`config.mk`:
```
export PLATFORM = sky130hd
export DESIGN_NAME = alu_slice_sequencer
export DESIGN_NICKNAME = d
export VERILOG_FILES = /design/src/rtl/alu_slice_sequencer.sv
export SDC_FILE = /design/constraint.sdc
export NUM_CORES = 1
export LEC_CHECK = 0
export ABC_AREA = 1
export BUFFER_PORTS_ARGS = -buffer_cell sky130_fd_sc_hd__buf_4
export CELL_PAD_IN_SITES_DETAIL_PLACEMENT = 1
export CELL_PAD_IN_SITES_GLOBAL_PLACEMENT = 2
export CORE_MARGIN = 2
export CORE_UTILIZATION = 25
export DETAILED_ROUTE_END_ITERATION = 16
export PLACE_DENSITY = 0.72
export SETUP_SLACK_MARGIN = 0.02
export SLEW_MARGIN = 10
export SYNTH_ARGS = -nofsm -noshare
export SYNTH_HDL_FRONTEND = slang
export SYNTH_SLANG_ARGS = --single-unit
export TNS_END_PERCENT = 10
```
`constraint.sdc`:
```
create_clock -name clk -period 1.2 [get_ports clk]
set_input_delay 0.06 -clock clk [delete_from_list [all_inputs] [get_ports clk]]
set_output_delay 0.06 -clock clk [all_outputs]
set_load 0.05 [all_outputs]
```
`src/rtl/alu_slice_sequencer.sv`:
```
// Streams a WIDTH-bit operand pair through a 4-bit logic slice, LSB nibble first, and reassembles the result.
// Optional ALU_SEQ_BACK2BACK_EN: accept new operands in DONE while the result is taken (no IDLE bubble).
module alu_slice_sequencer #(
  parameter int WIDTH = 32
) (
  input  logic             clk,
  input  logic             rst,
  input  logic             in_valid,
  output logic             in_ready,
  input  logic [WIDTH-1:0] a,
  input  logic [WIDTH-1:0] b,
  output logic [3:0]       slice_x,
  output logic [3:0]       slice_y,
  input  logic [3:0]       slice_f,
  output logic             out_valid,
  input  logic             out_ready,
  output logic [WIDTH-1:0] result,
  output logic             zero
);
  localparam int NSLICE = WIDTH / 4;
  localparam int CW     = (NSLICE > 1) ? $clog2(NSLICE) : 1;
  localparam logic [CW-1:0] LAST = CW'(NSLICE - 1);

  typedef enum logic [1:0] {IDLE, RUN, DONE} state_t;

  state_t           state;
  logic [CW-1:0]    count;
  logic [WIDTH-1:0] a_sh, b_sh, res_sh;
  logic [WIDTH-1:0] res_nxt;
  logic             take_out;
  logic             accept;

  assign res_nxt  = {slice_f, res_sh[WIDTH-1:4]};
  assign take_out = (state == DONE) && out_ready;

`ifdef ALU_SEQ_BACK2BACK_EN
  assign in_ready = !rst && ((state == IDLE) || take_out);
`else
  assign in_ready = !rst && (state == IDLE);
`endif

  assign accept  = in_valid && in_ready;
  assign slice_x = (state == RUN) ? a_sh[3:0] : 4'h0;
  assign slice_y = (state == RUN) ? b_sh[3:0] : 4'h0;
  assign result  = res_sh;

  always_ff @(posedge clk) begin
    if (rst) begin
      state     <= IDLE;
      count     <= '0;
      a_sh      <= '0;
      b_sh      <= '0;
      res_sh    <= '0;
      out_valid <= 1'b0;
      zero      <= 1'b0;
    end else begin
      case (state)
        IDLE: begin
          if (accept) begin
            a_sh  <= a;
            b_sh  <= b;
            count <= '0;
            state <= RUN;
          end
        end
        RUN: begin
          res_sh <= res_nxt;
          a_sh   <= a_sh >> 4;
          b_sh   <= b_sh >> 4;
          count  <= count + 1'b1;
          if (count == LAST) begin
            state     <= DONE;
            out_valid <= 1'b1;
            zero      <= (res_nxt == '0);
          end
        end
        DONE: begin
          if (take_out) begin
            out_valid <= 1'b0;
            // In back-to-back mode the accept rides on the same edge as the output handshake.
            if (accept) begin
              a_sh  <= a;
              b_sh  <= b;
              count <= '0;
              state <= RUN;
            end else begin
              state <= IDLE;
            end
          end
        end
        default: state <= IDLE;
      endcase
    end
  end
endmodule

```
Word-level counts from Yosys, hierarchy flattened:

Index checks and enable logic that the tools add are counted.

* bits in registers: 103
* output and inout port bits: 43

* add/subtract/negate cells: 1
* equal/unequal tests: 6
* mux-type cells: 19
* reduce and logical (&&, ||, !) cells: 12

Operator list (number)
* case mux 32 bit (3 select lines): 2
* two-way mux 32 bit: 4
* zero test 32 bit: 1
* case mux 3 bit (3 select lines): 1
* two-way mux 4 bit: 2
* two-way mux 2 bit: 3
* two-way mux 3 bit: 2
* case mux 2 bit (3 select lines): 1
* AND reduction 3 bit: 2
* inequality test 2 bit (second input constant): 2
* AND reduction 2 bit: 2
* adder 3 x 1 -> 3 bit (second input constant): 1
* == test 3 bit (second input constant): 1
* logical AND 1 bit: 3
* two-way mux 1 bit: 3
* nonzero test 3 bit: 1
* == test 2 x 1 -> 1 bit (second input constant): 1
* == test 2 bit (second input constant): 1
* zero test 2 bit: 1
* inequality test 2 x 1 -> 1 bit (second input constant): 1
* case mux 1 bit (2 select lines): 1
* nonzero test 2 bit: 1
* zero test 1 bit: 1

Longest topological paths before layout:

* depth after elaboration: 6
* mapped depth: 8

Least setup slack after synthesis:

No wires, ideal clock.

* path type: register to output
* start point: register state[0]
* end point: output port slice_x[0]
* arrival time: 1.638 ns
* slack: -0.498 ns
* stages on the path, launching flop included: 6
* cell sequence: dfxtp_1 -> nand2_4 -> buf_6 -> buf_2 -> buf_2 -> nor2_1

* cells in the longest elaborated chain, start to end: 2

Ends and longest elaborated chain
* start, declared: RTL line 26 `state_t state;`
* start signal, assigned: RTL line 49 `state <= IDLE;`
* start signal, assigned: RTL line 63 `state <= RUN;`
* start signal, assigned: RTL line 72 `state <= DONE;`
* == test 2 x 1 -> 1 bit: RTL line 43 `assign slice_x = (state == RUN) ? a_sh[3:0] : 4'h0;`
* two-way mux 4 bit: RTL line 43
* end, declared: RTL line 12 `output logic [3:0] slice_x,`

Every way passes these cells.

Worst setup path after layout:

* start point: register state[0]
* end point: output port slice_y[0]

* cells in the longest elaborated chain, start to end: 2

Ends and longest elaborated chain
* == test 2 x 1 -> 1 bit: RTL line 44 `assign slice_y = (state == RUN) ? b_sh[3:0] : 4'h0;`
* two-way mux 4 bit: RTL line 44
* end, declared: RTL line 13 `output logic [3:0] slice_y,`

Every way passes these cells.

==> flow_summary.toml <==
[outcome]
run_status = "finished, violations left"
violations = "DRC, setup timing"

[critical_path]
slowest_delay_ns = 0.41
crit_family = "buffers and inverters"
cp.required_ns = 1.14
crit_arrival_ns = 1.36
critPathCaptureType = "primary output"
worstPathMaxFanout = 6
timing.rr.start = "state[1]"
cp_slowest_cell = "dfxtp_4"
crit_buf_inv = 3
path_class = "reg -> out"
start_kind = "register"
critPathLaunch = "state[0]"
worstPathCellList = "nand2_8, buf_12, buf_8, nor2_4, buf_6"

[global_route]
grt_pass1_wl_um = 23000
track_usage_pct = 14.6
antenna_found_initial = 0
grt_overflow = 0
grt_pass1_vias = 4600
grt_max_degree = 51

[yosys]
syn-cell-area_mm2 = 0.00463
ys_warn_count = 0
syn-num-nets = 688
synth_cell_types = 24
synth_flop_cell = "dfxtp_1"
yosysSeqAreaShare_pct = 44.6
syn_inst = 614
ys_ff_latch = 103
synth_edf_count = 0
avgSynthCellArea_um2 = 7.53
async_flop_share_pct = 0

[clock_network]
insertion_delay_ns = 0.35
htree_levels = 3
numClockSinks = 103
clk_transition_reported_paths_ns = 0.07
cts_root_buf = "clkbuf_16"
cts_buffers = 9
cts_tree = "yes"
clock_path_buffers = 2

[cells_and_area]
n_fill_cell = 2171
drive_gt1_share_pct = 34.9
num_antenna_cells = 0
seqCellArea_mm2 = 0.00207
fin_util_pct = 37.3
multi_input_area_mm2 = 0.00218
area_growth_pct = 45.7
nets = 826

[drt]
viasPerCell = 4.51
wl_um = 14800
ant_nets = 0
drt_iter0_markers = 188
first_pass_iters = 13
route.detailed.drc = 3
wl_per_cell_um = 15.1
vias = 4443

[min_path]
worstHoldPathType = "in -> reg"
hold_start = "a[31]"

[die]
core_area_mm2 = 0.0181
die_x_um = 140
io_pins = 115
initial_core_util_pct = 25.6
die_h_um = 140
num_rows = 49
design.die.area_mm2 = 0.0196

[pwr]
p_leak_nw = 2.86
power_per_cell_area_mw_per_mm2 = 1330
irDropWorstVdd_mv = 0.665

[placement]
dp_hpwl_um = 9720
port_buffers = 114
preCtsSetupSlack_ns = -0.141
gp_congestion = 0.756

[timing]
min_period_ns = 1.42
finClkSkew_ns = 0.00685
rsz0062_at_grt = "yes"
worst_pin_slew_ns = 0.276
fin_crit_sh_pct = 118
finalHoldViolCount = 0
finalSetupTns_ns = -11.94
setup_slack_ns = -0.220
slew_violations = 0
clock.fmax_mhz = 704
relSlewSlack_pct = 81.4
setup_viol = 103

[flow_run]
cap_violations = 0
-- final timing paths --
check               endpoint  depth (start not counted)  slack (ns)
setup / recovery  slice_y[0]                          5       -0.22
hold / removal      a_sh[31]                          3       0.005
setup reg to reg    a_sh[17]                          8       -0.19
hold reg to reg     count[0]                          1        0.44
-- report_power, final --
group          total (W)  internal (W)  switching (W)
Sequential       0.00388       0.00373       0.000148
Combinational    0.00238      0.000988        0.00139
Clock            0.00273       0.00146        0.00128
Total            0.00899       0.00617        0.00281
-- state kept, by name, indices dropped and copies added, names as in the netlist --
register,cells
a_sh,32
b_sh,32
count,3
out_valid,1
result,32
state,2
zero,1
-- repair_timing --
| action | 4_1_cts | 5_1_grt |
|---|---|---|
| setup endpoints to repair | 98 | 112 |
| pin swaps | 22 | 5 |
| gates cloned | 3 | 5 |
| hold buffers | 7 | 0 |
| endpoints found under the hold margin | 7 | 0 |
| resized for setup | 75 | 28 |
| setup buffers | 5 | 0 |
-- final cells by class --
class,count,share of cell area [%]
clock buffers,12,3.66
repair buffers,169,24.6
clock inverters,3,0.278
well taps,229,4.25
flip-flops and latches,103,30.7
inverters,67,4.14
multi-input cells,402,32.3
-- cell usage in the layout (no fill, tap or decap), types with 2 or more instances in the layout --
| master | instances |
|---|---|
| buf_4 | 127 |
| buf_8 | 5 |
| buf_6 | 13 |
| o21ai_0 | 63 |
| dlygate4sd3_1 | 7 |
| nand3_1 | 2 |
| dfxtp_2 | 3 |
| nor2_1 | 72 |
| nand2_1 | 84 |
| clkbuf_1 | 2 |
| clkbuf_16 | 13 |
| a21oi_1 | 19 |
| o21ai_1 | 79 |
| o21ai_2 | 11 |
| buf_16 | 4 |
| clkinv_2 | 2 |
| bufbuf_16 | 2 |
| inv_1 | 62 |
| nor2_2 | 3 |
| nand2_4 | 2 |
| a21oi_2 | 53 |
| buf_12 | 7 |
| nor2_4 | 5 |
| dfxtp_1 | 99 |
-- logic make-up after synthesis --
family | after synthesis | share of synthesized area (%)
AO/OA/AOI/OAI | 227 | 28.7
adder cells (fa/ha/maj) | 2 | 0.541
buffers and inverters | 110 | 11.3
flip-flops | 103 | 44.6
AND/OR/NAND/NOR | 172 | 14.8
-- synthesized netlist by cell type, drive strengths merged (2+ instances only) --
cell	number	area share, %
nand3	3	0.32
o21ai	153	17
nand4	2	0.60
ha	2	0.54
clkbuf	17	1.4
dfxtp	103	45
nand2	86	7.3
inv	66	5.4
nor2	80	6.5
buf	26	4.2
a21oi	72	12
-- stage by stage --
step	total power [W]	hold WS, ns	instance area, µm²	cells
after floorplan	0.00530	0.223	4690	614
final	0.00899	0.00482	6740	985
after global placement	0.00597	0.330	5930	950
after detailed placement	0.00602	0.346	5930	950
after global routing	0.00954	0.0270	6740	985
after CTS	0.00902	0.0000219	6550	980
-- routing by layer --
layer / routed length, µm / global-route usage [%] / vias to the layer above
met3: 528 / 3.93 / 12
met1: 6850 / 18.2 / 2089
met4: 170 / 3.51 / 0
li1: - / - / 2266
met2: 7290 / 25.3 / 76
met5: 0 / 0 / -
-- worst register-to-register path, stage by stage (launching register included) --
cell and delay [ns]:
dfxtp_2 0.36, clkinv_4 0.09, nand2_8 0.12, buf_12 0.15, bufbuf_16 0.28, nand2_1 0.05
o21ai_1 0.07, o21ai_1 0.08, a21oi_2 0.13
No activity file was read; power rests on OpenSTA's default activity.
